$ cat src/rtl/trace_fifo.sv
// Synchronous FIFO; a push on a full FIFO is accepted when a pop happens on the same edge.
module trace_fifo #(
  parameter int unsigned WIDTH = 8,
  parameter int unsigned DEPTH = 16
) (
  input  logic             clk_i,
  input  logic             reset_i,
  input  logic             push_i,
  input  logic [WIDTH-1:0] data_i,
  input  logic             pop_i,
  output logic [WIDTH-1:0] data_o,
  output logic             full_o,
  output logic             empty_o
);
  localparam int unsigned AW = $clog2(DEPTH);

  logic [WIDTH-1:0] mem_q [DEPTH];
  logic [AW:0]      wr_q, wr_d, rd_q, rd_d;
  logic             push_ok, pop_ok;

  assign empty_o = (wr_q == rd_q);
  assign full_o  = (wr_q[AW] != rd_q[AW]) && (wr_q[AW-1:0] == rd_q[AW-1:0]);
  assign pop_ok  = pop_i && !empty_o;
  assign push_ok = push_i && (!full_o || pop_ok);
  assign data_o  = mem_q[rd_q[AW-1:0]];

  always_comb begin
    wr_d = wr_q;
    rd_d = rd_q;
    if (push_ok) wr_d = wr_q + (AW+1)'(1);
    if (pop_ok)  rd_d = rd_q + (AW+1)'(1);
  end

  always_ff @(posedge clk_i) begin
    if (reset_i) begin
      wr_q <= '0;
      rd_q <= '0;
    end else begin
      wr_q <= wr_d;
      rd_q <= rd_d;
    end
  end

  always_ff @(posedge clk_i) begin
    if (push_ok) mem_q[wr_q[AW-1:0]] <= data_i;
  end
endmodule

$ cat config.mk
export PLATFORM = sky130hd
export DESIGN_NAME = trace_fifo
export DESIGN_NICKNAME = d
export VERILOG_FILES = /design/src/rtl/trace_fifo.sv
export SDC_FILE = /design/constraint.sdc
export NUM_CORES = 1
export LEC_CHECK = 0
export BUFFER_PORTS_ARGS = -buffer_cell sky130_fd_sc_hd__clkbuf_2
export CAP_MARGIN = 40
export CORE_MARGIN = 2
export CORE_UTILIZATION = 40
export DETAILED_ROUTE_END_ITERATION = 6
export GPL_TIMING_DRIVEN = 1
export MAX_ROUTING_LAYER = met4
export PLACE_DENSITY = 0.67
export SLEW_MARGIN = 40
export SYNTH_ARGS = -nofsm -noshare
export SYNTH_HDL_FRONTEND = slang
export SYNTH_SLANG_ARGS = --single-unit
export TNS_END_PERCENT = 5
$ cat constraint.sdc
create_clock -name clk_i -period 1.75 [get_ports clk_i]
set_input_delay 0.175 -clock clk_i [delete_from_list [all_inputs] [get_ports clk_i]]
set_output_delay 0.175 -clock clk_i [all_outputs]
set_load 0.02 [all_outputs]
==> metrics.md, run 1 <==
| Metric | Value |
|---|---|
| Worst-margin pin slew | `396 ps` |
| Yosys Warn Count | `0` |
| Root Buffer | `clkbuf_16` |
| Gr usage total | `16.9%` |
| Failing checks | `negative setup slack` |
| #FFs+latches synth | `142` |
| Drc violations | `0` |
| RSZ-0062 raised after global routing | `true` |
| PwrDens | `1250 nW/um^2` |
| Cell family contributing the most delay on the critical path | `multiplexers` |
| Initial detailed-routing violation count | `269` |
| Placed Instances | `483` |
| Reg2reg start | `rd_q[1]` |
| CP Capture Type | `output pin` |
| Std-Cell Rows | `43` |
| Die Area | `roughly 15000 um^2` |
| Worst hold start | `reset_i` |
| Fmax | `416 MHz` |
| IO Port Bufs | `21` |
| Final Hold Fails | `0` |
| Max cap viols | `0` |
| Layout Nets | `341` |
| Startpoint types | `flip-flop` |
| Layout area overhead | `23.0%` |
| Crit share post-route | `137%` |
| Most frequent cells in the layout | `edfxtp_1, mux4_2, buf_4` |
| Fillers | `1095` |
| WHS | `113 ps` |
| Core area | `13900 um^2` |
| Synthesized area per cell | `21.7 um^2` |
| Setup slack after layout | `-654 ps` |
| Routability cong. | `0.771` |
| Syn nets | `280` |
| Grt peak-use layer | `met2` |
| Hold Crit Class | `input port to flip-flop` |
| Most common cell after layout, fill and taps aside | `edfxtp_1` |
| Io pins | `22` |
| Met1 usage | `22.0%` |
| Fin crit period | `about 2400 ps` |
| Slew HR | `between 70% and 80%` |
| Vias | `2697` |
| Seq/Total Area, Yosys | `72.2%` |
| Final Skew | `roughly 14 ps` |
| Initial Util | `a little over 40%` |
| TNS Setup | `-5050 ps` |
| R2R Setup Slk | `0 ps` |
| Post-DP HPWL | `7.20 mm` |
| Max Slew Vio Count | `0` |
| Max FO, Critical Path | `6` |
| Die width | `123 um` |
| R2R Path End | `wr_q[3]` |
| Syn Inst Count | `about 260` |
| Worst VDD drop | `0.704 mV` |
| Clock Latency Late Sink | `410 ps` |
| Setup WS pre-CTS | `-282 ps` |
| CP peak stage delay | `540 ps` |
| WL per Instance | `22.5 um` |
| Cell area after layout | `between 7000 and 8000 um^2` |
| DP Area | `6320 um^2` |
| CTS clock-pin slew for the worst setup and hold paths | `roughly 60 ps` |
| WL final | `11.7 mm` |
| Routing usage on met3 | `under 10%` |
| Vias/cell | `5.21` |
| Worst EP required | `1570 ps` |
| Arrival @ worst endpoint | `2230 ps` |
| Total power | `around 8.8 mW` |
| H-Tree Depth | `4` |
| Share of layout cells above drive strength 1 | `between 40 and 50%` |
| Post-synth EDFFs | `~130` |
| Largest net degree at the start of global routing | `33` |
| Mapped Area | `between 5000 and 6000 um^2` |
| Antenna viol nets, final | `0` |
| Fin cells | `518` |
| Vias in the first global route | `2883` |
| M2 GR Usage | `about a quarter` |
| Hold EP | `wr_q[1]` |
| Chip height | `123 um` |
| Final core occ | `roughly half` |
| Worst-case clock buffer depth | `2` |
| Synth cell types | `30` |
| Clk sinks | `142` |
| Num CTS Buffers | `17` |
| Hold path depth | `2` |
| Dominant synthesized flop cell | `edfxtp_1` |
| CTS tree | `yes` |
| Wire length of the first global-routing pass | `17.3 mm` |
| Drt pass-1 iters | `4` |
| Max stage delay cell, worst path | `mux4_1` |
| Crit path cell chain | `buf_6, mux4_1, mux4_2, buf_8` |
| Reg2Reg Depth | `6` |
| GRT overflow | `0` |
| FFs w/ async S/R, synth | `0%` |
| Outcome | `finished with violations` |
| Final setup fails | `8` |
| Initial antenna violation count | `1` |
| Buf+Inv Stages, Crit Path | `2` |
| Leak | `about 2.4 nW` |
| Setup CP Type | `flip-flop to output pin` |
-- state kept, by name, summed over array words and instances (netlist names), named ones only --
register / cells
wr_q: 5
mem_q: 128
rd_q: 5
-- metal layers --
layer | up-vias | share of wire (%)
met4 | 0 | 0.16
met3 | 2 | 8.0
met2 | 85 | 50
met5 | - | 0
li1 | 1217 | -
met1 | 1393 | 41
-- area by class of cell --
type | count | area [um^2] | share of cell area, %
flip-flops and latches | 142 | 4130 | 58.8
multi-input cells | 106 | 1460 | 20.7
repair buffers | 55 | 579 | 8.24
clock buffers | 19 | 433 | 6.16
well taps | 180 | 225 | 3.21
clock inverters | 13 | 189 | 2.69
inverters | 2 | 7.51 | 0.107
diodes | 1 | 2.50 | 0.0356
-- worst register-to-register path, cell delays in order (launching register included) --
cell and delay (ps):
dfxtp_2 350, xnor2_2 220, nand4_4 140, o31a_4 350
buf_4 160, nand4_1 90, mux2_1 320
-- worst max path at each step --
stage,cells past startpoint,startpoint,slack [ps],to
after floorplan,4,flip-flop,-60,data_o[0]
after CTS,5,flip-flop,-690,data_o[6]
after detailed placement,4,flip-flop,-280,data_o[3]
after global placement,4,flip-flop,-220,data_o[4]
final,4,flip-flop,-650,data_o[3]
after global routing,4,flip-flop,-710,data_o[4]
-- synthesized netlist by cell type (3+ instances only) --
master	n	share of area (%)
nor2b_1	5	0.55
xor2_1	6	0.92
nor2_1	14	0.92
buf_1	3	0.20
clkbuf_1	3	0.20
and3_1	14	1.5
ha_1	5	1.1
dfxtp_1	14	4.9
o211ai_1	3	0.39
mux4_1	24	11
xnor2_1	5	0.77
mux4_2	16	6.3
edfxtp_1	128	67
-- power by group --
group          total (mW)  internal (mW)  switching (mW)
logic                1.26          0.708           0.552
registers            3.82           3.76          0.0552
clock network        3.73           2.39            1.34
-- timing repair --
action,CTS,global route
setup endpoints to repair,66,41
gates resized for setup,22,35
buffers inserted,1,0
pin swaps,1,1
cloned,1,1
hold buffers,0,0
-- cell families after synthesis --
kind of cell | share of synthesized area (%)
flip-flops | 72.2
multiplexers | 17.9
AND/OR/NAND/NOR | 3.64
buffers and inverters | 1.86
XOR/XNOR | 2.26
AO/OA/AOI/OAI | 1.05
adder cells (fa/ha/maj) | 1.10
Note: power is estimated with default switching activity, not from simulation.
==> run 2, diff against run 1 <==
==> constraint.sdc (replaced) <==
create_clock -name clk_i -period 1.75 [get_ports clk_i]
set_input_delay 0.0875 -clock clk_i [delete_from_list [all_inputs] [get_ports clk_i]]
set_output_delay 0.0875 -clock clk_i [all_outputs]
set_load 0.02 [all_outputs]
==> run 2 against run 1 <==
Against the previous run: the run still ends with negative setup slack left; first-iteration DRC count grew 9.3%; design area down 0.32%; cell count is 0.39% higher; clock power is essentially flat; highest routed layer unchanged; worst setup slack improved by 89 ps; clock skew increased by 4.1 ps; core utilization fell by 0.16 points; critical endpoint is now data_o[7]; global-route usage about the same; sequential share of layout area is 0.14 points higher; largest cell class unchanged; maximum frequency up 3.8%; clock-buffer cell count shrank 1; combinational power decreased by 7%.
==> metrics.md, run 2 (same netlist as run 1, synthesis figures left out) <==
| Metric | Value |
|---|---|
| Cell area after layout | `7000 um^2 (was 7030 um^2)` |
| CP peak stage delay | `530 ps (was 540 ps)` |
| RSZ-0062 raised after global routing | `true (unchanged)` |
| Chip height | `123 um (unchanged)` |
| Post-CTS setup buffers | `0 (was 1)` |
| Final Skew | `18.2 ps (was 14.1 ps)` |
| Fin cells | `520 (was 518)` |
| Most frequent cells in the layout | `edfxtp_1, mux4_2, buf_4 (unchanged)` |
| Final setup fails | `8 (unchanged)` |
| Fmax | `432 MHz (was 416 MHz)` |
| Std-Cell Rows | `43 (unchanged)` |
| Worst-margin pin slew | `322 ps (was 396 ps)` |
| Die Area | `15300 um^2 (unchanged)` |
| GRT overflow | `0 (unchanged)` |
| Slew HR | `78.5% (was 73.5%)` |
| Arrival @ worst endpoint | `2230 ps (about the same)` |
| Root Buffer | `clkbuf_16 (unchanged)` |
| Worst EP required | `1660 ps (was 1570 ps)` |
| Num CTS Buffers | `17 (unchanged)` |
| Drt pass-1 iters | `4 (unchanged)` |
| Antenna viol nets, final | `0 (unchanged)` |
| Gr usage total | `16.9% (about the same)` |
| WL final | `11.4 mm (was 11.7 mm)` |
| Io pins | `22 (unchanged)` |
| Setup WS pre-CTS | `-177 ps (was -282 ps)` |
| Fin crit period | `2310 ps (was 2400 ps)` |
| Buf+Inv Stages, Crit Path | `2 (unchanged)` |
| Final Hold Fails | `0 (unchanged)` |
| Initial detailed-routing violation count | `294 (was 269)` |
| Placed Instances | `488 (was 483)` |
| Routability cong. | `0.804 (was 0.771)` |
| CTS tree | `yes (unchanged)` |
| Wire length of the first global-routing pass | `17.1 mm (was 17.3 mm)` |
| Leak | `2.39 nW (was 2.37 nW)` |
| PwrDens | `1240 nW/um^2 (was 1250 nW/um^2)` |
| IO Port Bufs | `21 (unchanged)` |
| Max cap viols | `0 (unchanged)` |
| Clock Latency Late Sink | `430 ps (was 410 ps)` |
| Worst-case clock buffer depth | `2 (unchanged)` |
| Max FFs per register | `128 (unchanged)` |
| Layout Nets | `344 (was 341)` |
| Fillers | `1105 (was 1095)` |
| Share of layout cells above drive strength 1 | `40.0% (was 40.4%)` |
| Failing checks | `negative setup slack (unchanged)` |
| Clk sinks | `142 (unchanged)` |
| Vias | `2753 (was 2697)` |
| Startpoint types | `flip-flop (unchanged)` |
| Vias in the first global route | `2884 (was 2883)` |
| WL per Instance | `21.9 um (was 22.5 um)` |
| Hold Crit Class | `input port to flip-flop (unchanged)` |
| Core area | `13900 um^2 (unchanged)` |
| Die width | `123 um (unchanged)` |
| WHS | `10.2 ps (was 113 ps)` |
| Setup slack after layout | `-565 ps (was -654 ps)` |
| Setup CP Type | `flip-flop to output pin (unchanged)` |
| Initial antenna violation count | `0 (was 1)` |
| CTS clock-pin slew for the worst setup and hold paths | `60 ps (about the same)` |
| CTS Hold Bufs | `0 (unchanged)` |
| Vias/cell | `5.29 (was 5.21)` |
| Max FO, Critical Path | `4 (was 6)` |
| Reg area | `4130 um^2 (about the same)` |
| Largest net degree at the start of global routing | `33 (unchanged)` |
| Cell family contributing the most delay on the critical path | `multiplexers (unchanged)` |
| Max Slew Vio Count | `0 (unchanged)` |
| TNS Setup | `-4290 ps (was -5050 ps)` |
| Post-DP HPWL | `7.12 mm (was 7.20 mm)` |
| Worst VDD drop | `0.901 mV (was 0.704 mV)` |
| H-Tree Depth | `4 (unchanged)` |
| Most common cell after layout, fill and taps aside | `edfxtp_1 (unchanged)` |
| DP Area | `6380 um^2 (was 6320 um^2)` |
| Crit share post-route | `132% (was 137%)` |
| Max stage delay cell, worst path | `mux4_2 (was mux4_1)` |
| Multi-input gate area | `1480 um^2 (was 1460 um^2)` |
| Initial Util | `41.0% (unchanged)` |
| Crit path cell chain | `buf_4, mux4_2, mux4_2, buf_2 (was buf_6, mux4_1, mux4_2, buf_8)` |
| Outcome | `finished with violations (unchanged)` |
| CP Capture Type | `output pin (unchanged)` |
| Drc violations | `0 (unchanged)` |
| Layout area overhead | `22.6% (was 23.0%)` |
| Most Frequent Cell on Critical Path | `mux4_2` |
| Antenna cells | `0 (was 1)` |
==> run 2: cell types whose count changed in the layout (fill, tap and decap cells not counted), moves of 3 or more <==
| cell | change |
|---|---|
| buf_4 | +4 |
| mux4_2 | -3 |
| buf_2 | +4 |
| buf_8 | -5 |
| mux4_1 | +3 |
| dfxtp_1 | +3 |
| dfxtp_2 | -3 |
| clkinvlp_4 | -3 |
==> run 2: metrics by stage <==
step	total power [mW]	util [%]
after detailed placement	4.97	45.8
after global routing	8.95	50.3
after global placement	4.95	45.8
final	8.67	50.3
after CTS	8.66	50.1
after floorplan	4.61	-
==> run 2: layer usage <==
layer | vias up | wire (um) | track usage (%)
li1 | 1220 | - | -
met1 | 1445 | 5200 | 21.6
met2 | 76 | 5510 | 25.8
met3 | 12 | 538 | 4.89
met4 | 0 | 146 | 6.18
met5 | - | 0 | -
==> run 2: repair_timing <==
action                                  in CTS  in global routing
pin swaps                                    0                  0
gates resized for setup                      8                 35
gates cloned                                 0                  0
endpoints found under the setup margin      32                140
==> run 2: path summary, 6_finish.rpt <==
path	to	from	cells after the start	slack (ps)
setup reg to reg	mem_q[3][7]	wr_q[1]	7	50
hold / removal	wr_q[0]	reset_i	2	10
hold reg to reg	rd_q[4]	rd_q[4]	2	580
setup / recovery	data_o[7]	flip-flop	4	-560
==> run 2: cell type report <==
class,instances,share of cell area [%]
sequential,142,58.9
multi-input combinational,106,21.2
timing repair buffer,58,7.84
clock buffer,18,6.13
tap,180,3.22
clock inverter,14,2.59
inverter,2,0.107
==> run 2: power by group <==
group | switching (mW) | leakage (nW) | total [mW] | internal, mW
clock | 1.43 | 0.295 | 3.70 | 2.27
combinational | 0.542 | 0.825 | 1.17 | 0.625
sequential | 0.0448 | 1.27 | 3.81 | 3.76
total | 2.02 | 2.39 | 8.67 | 6.65
==> run 3, diff against run 2 <==
--- a/config.mk
+++ b/config.mk
@@ -17,4 +17,4 @@
 export SYNTH_ARGS = -nofsm -noshare
 export SYNTH_HDL_FRONTEND = slang
 export SYNTH_SLANG_ARGS = --single-unit
-export TNS_END_PERCENT = 5
+export TNS_END_PERCENT = 100
==> run 3 against run 2 <==
Against the previous run: the run still ends with negative setup slack left; clock power down 8.9%; sequential power barely moved; maximum frequency fell by 0.31%; combinational power is 3% lower; non-clock buffer count fell by 13; first-iteration DRC count is 5.4% higher; core utilization shrank 1.2 points; hold slack gained 29 ps; design area decreased by 2.4%; sequential share of layout area up 1.5 points; largest cell class unchanged; wire length fell by 2.9%; clock-buffer cell count decreased by 1.
==> metrics.md, run 3 (same netlist as run 1, synthesis figures left out) <==
| Metric | Value |
|---|---|
| R2R Path End | `mem_q[9][2] (was mem_q[3][7])` |
| Initial antenna violation count | `0 (unchanged)` |
| Max FO, Critical Path | `5 (was 4)` |
| Num CTS Buffers | `17 (unchanged)` |
| Die width | `123 um (unchanged)` |
| R2R Setup Slk | `60 ps (was 50 ps)` |
| Most common cell after layout, fill and taps aside | `edfxtp_1 (unchanged)` |
| Gr usage total | `16.5% (was 16.9%)` |
| Reg2reg start | `wr_q[2] (was wr_q[1])` |
| Share of layout cells above drive strength 1 | `37.9% (was 40.0%)` |
| Worst-case clock buffer depth | `2 (unchanged)` |
| Io pins | `22 (unchanged)` |
| Final Skew | `9.70 ps (was 18.2 ps)` |
| Top Metal Used | `met4 (unchanged)` |
| Vias | `2691 (was 2753)` |
| Layout Nets | `331 (was 344)` |
| Setup slack after layout | `-572 ps (was -565 ps)` |
| Wire length on met2 | `5.60 mm (was 5.51 mm)` |
| CTS Hold Bufs | `0 (unchanged)` |
| Antenna viol nets, final | `0 (unchanged)` |
| Startpoint types | `flip-flop (unchanged)` |
| DP Area | `6190 um^2 (was 6380 um^2)` |
| Drt pass-1 iters | `4 (unchanged)` |
| Placed Instances | `474 (was 488)` |
| TNS Setup | `-4290 ps (about the same)` |
| Final core occ | `49.1% (was 50.3%)` |
| Std-Cell Rows | `43 (unchanged)` |
| Reg2Reg Depth | `4 (was 7)` |
| PwrDens | `1220 nW/um^2 (was 1240 nW/um^2)` |
| Fin crit period | `2320 ps (was 2310 ps)` |
| Chip height | `123 um (unchanged)` |
| CTS tree | `yes (unchanged)` |
| H-Tree Depth | `4 (unchanged)` |
| Worst-margin pin slew | `404 ps (was 322 ps)` |
| Final Hold Fails | `0 (unchanged)` |
| Core area | `13900 um^2 (unchanged)` |
| GRT overflow | `0 (unchanged)` |
| WL met3 | `647 um (was 538 um)` |
| WL per Instance | `21.8 um (was 21.9 um)` |
| CTS clock-pin slew for the worst setup and hold paths | `60 ps (about the same)` |
| Drc violations | `0 (unchanged)` |
| Hold Crit Class | `input port to flip-flop (unchanged)` |
| Post-DP HPWL | `6.83 mm (was 7.12 mm)` |
| Leak | `2.31 nW (was 2.39 nW)` |
| Post-Route M1 WL | `4.73 mm (was 5.20 mm)` |
| Slew HR | `73.0% (was 78.5%)` |
| Vias/cell | `5.31 (was 5.29)` |
| Die Area | `15300 um^2 (unchanged)` |
| Initial Util | `41.0% (unchanged)` |
| Wire length of the first global-routing pass | `16.8 mm (was 17.1 mm)` |
| CP Capture Type | `output pin (unchanged)` |
| IO Port Bufs | `21 (unchanged)` |
| Worst EP required | `1660 ps (about the same)` |
| Most frequent cells in the layout | `edfxtp_1, mux4_2, mux4_1, buf_4, clkbuf_16 (was edfxtp_1, mux4_2, buf_4)` |
| Failing checks | `negative setup slack (unchanged)` |
| Arrival @ worst endpoint | `2230 ps (about the same)` |
| Final setup fails | `8 (unchanged)` |
| Initial detailed-routing violation count | `310 (was 294)` |
| Root Buffer | `clkbuf_16 (unchanged)` |
| Layout area overhead | `19.7% (was 22.6%)` |
| RSZ-0062 raised after global routing | `true (unchanged)` |
| Crit share post-route | `133% (was 132%)` |
| Outcome | `finished with violations (unchanged)` |
| Clk sinks | `142 (unchanged)` |
| Max cap viols | `0 (unchanged)` |
| Post-CTS setup buffers | `0 (unchanged)` |
| Worst VDD drop | `0.721 mV (was 0.901 mV)` |
| Max Slew Vio Count | `0 (unchanged)` |
| Setup CP Type | `flip-flop to output pin (unchanged)` |
| Cell area after layout | `6840 um^2 (was 7000 um^2)` |
| Fin cells | `507 (was 520)` |
| Vias in the first global route | `2821 (was 2884)` |
| Clock Latency Late Sink | `420 ps (was 430 ps)` |
| WL final | `11.1 mm (was 11.4 mm)` |
| Critical Path End | `data_o[0] (was data_o[7])` |
| Fmax | `431 MHz (was 432 MHz)` |
| Largest net degree at the start of global routing | `33 (unchanged)` |
| Max FFs per register | `128 (unchanged)` |
| Routability cong. | `0.743 (was 0.804)` |
| Antenna cells | `0 (unchanged)` |
[run 3: where the power goes]
group / switching, mW / internal (mW) / leakage, nW
Sequential: 0.0486 / 3.76 / 1.27
Clock: 1.40 / 1.97 / 0.274
Combinational: 0.517 / 0.609 / 0.762
[run 3: worst max-delay path: stages (launching register included)]
cell and delay [ps]:
dfxtp_4 420, buf_4 170, mux4_1 560, mux4_2 490
buf_2 180
[run 3: metrics by stage]
step	hold slack (ps)	power (mW)	setup WS, ps
2_1_floorplan	186	4.61	-34.4
3_3_place_gp	455	4.87	-149
3_5_place_dp	463	4.89	-170
5_1_grt	38.5	8.59	-625
4_1_cts	19.6	8.33	-599
6_report	39.3	8.31	-572
[run 3: per-layer routing]
layer / track usage (%) / vias to the layer above
li1: - / 1210
met1: 21.3 / 1397
met2: 26.0 / 74
met3: 5.21 / 10
met4: 3.55 / 0
met5: - / -
[run 3: final cells by class]
type                            count  area [um^2]
Multi-Input combinational cell    106         1530
Fill cell                        1122         7100
Clock inverter                     15          136
Timing Repair Buffer               45          382
Clock buffer                       17          425
Inverter                            2         7.51
Tap cell                          180          225
Sequential cell                   142         4130
[run 3: timing repair]
action | 4_1_cts | 5_1_grt
setup endpoints to repair | 46 | 72
pin swaps | 0 | 1
resized for setup | 15 | 22
endpoints found under the hold margin | 0 | 0
cloned | 1 | 0
[run 3: worst min path at each step]
stage	from	end	slack [ps]	cells after the start
after floorplan	data_i[0]	mem_q[0][0]	190	0
after global placement	reset_i	wr_q[0]	460	2
after detailed placement	reset_i	wr_q[4]	460	2
after CTS	reset_i	wr_q[4]	20	2
after global routing	reset_i	wr_q[0]	40	2
final	reset_i	wr_q[4]	40	2
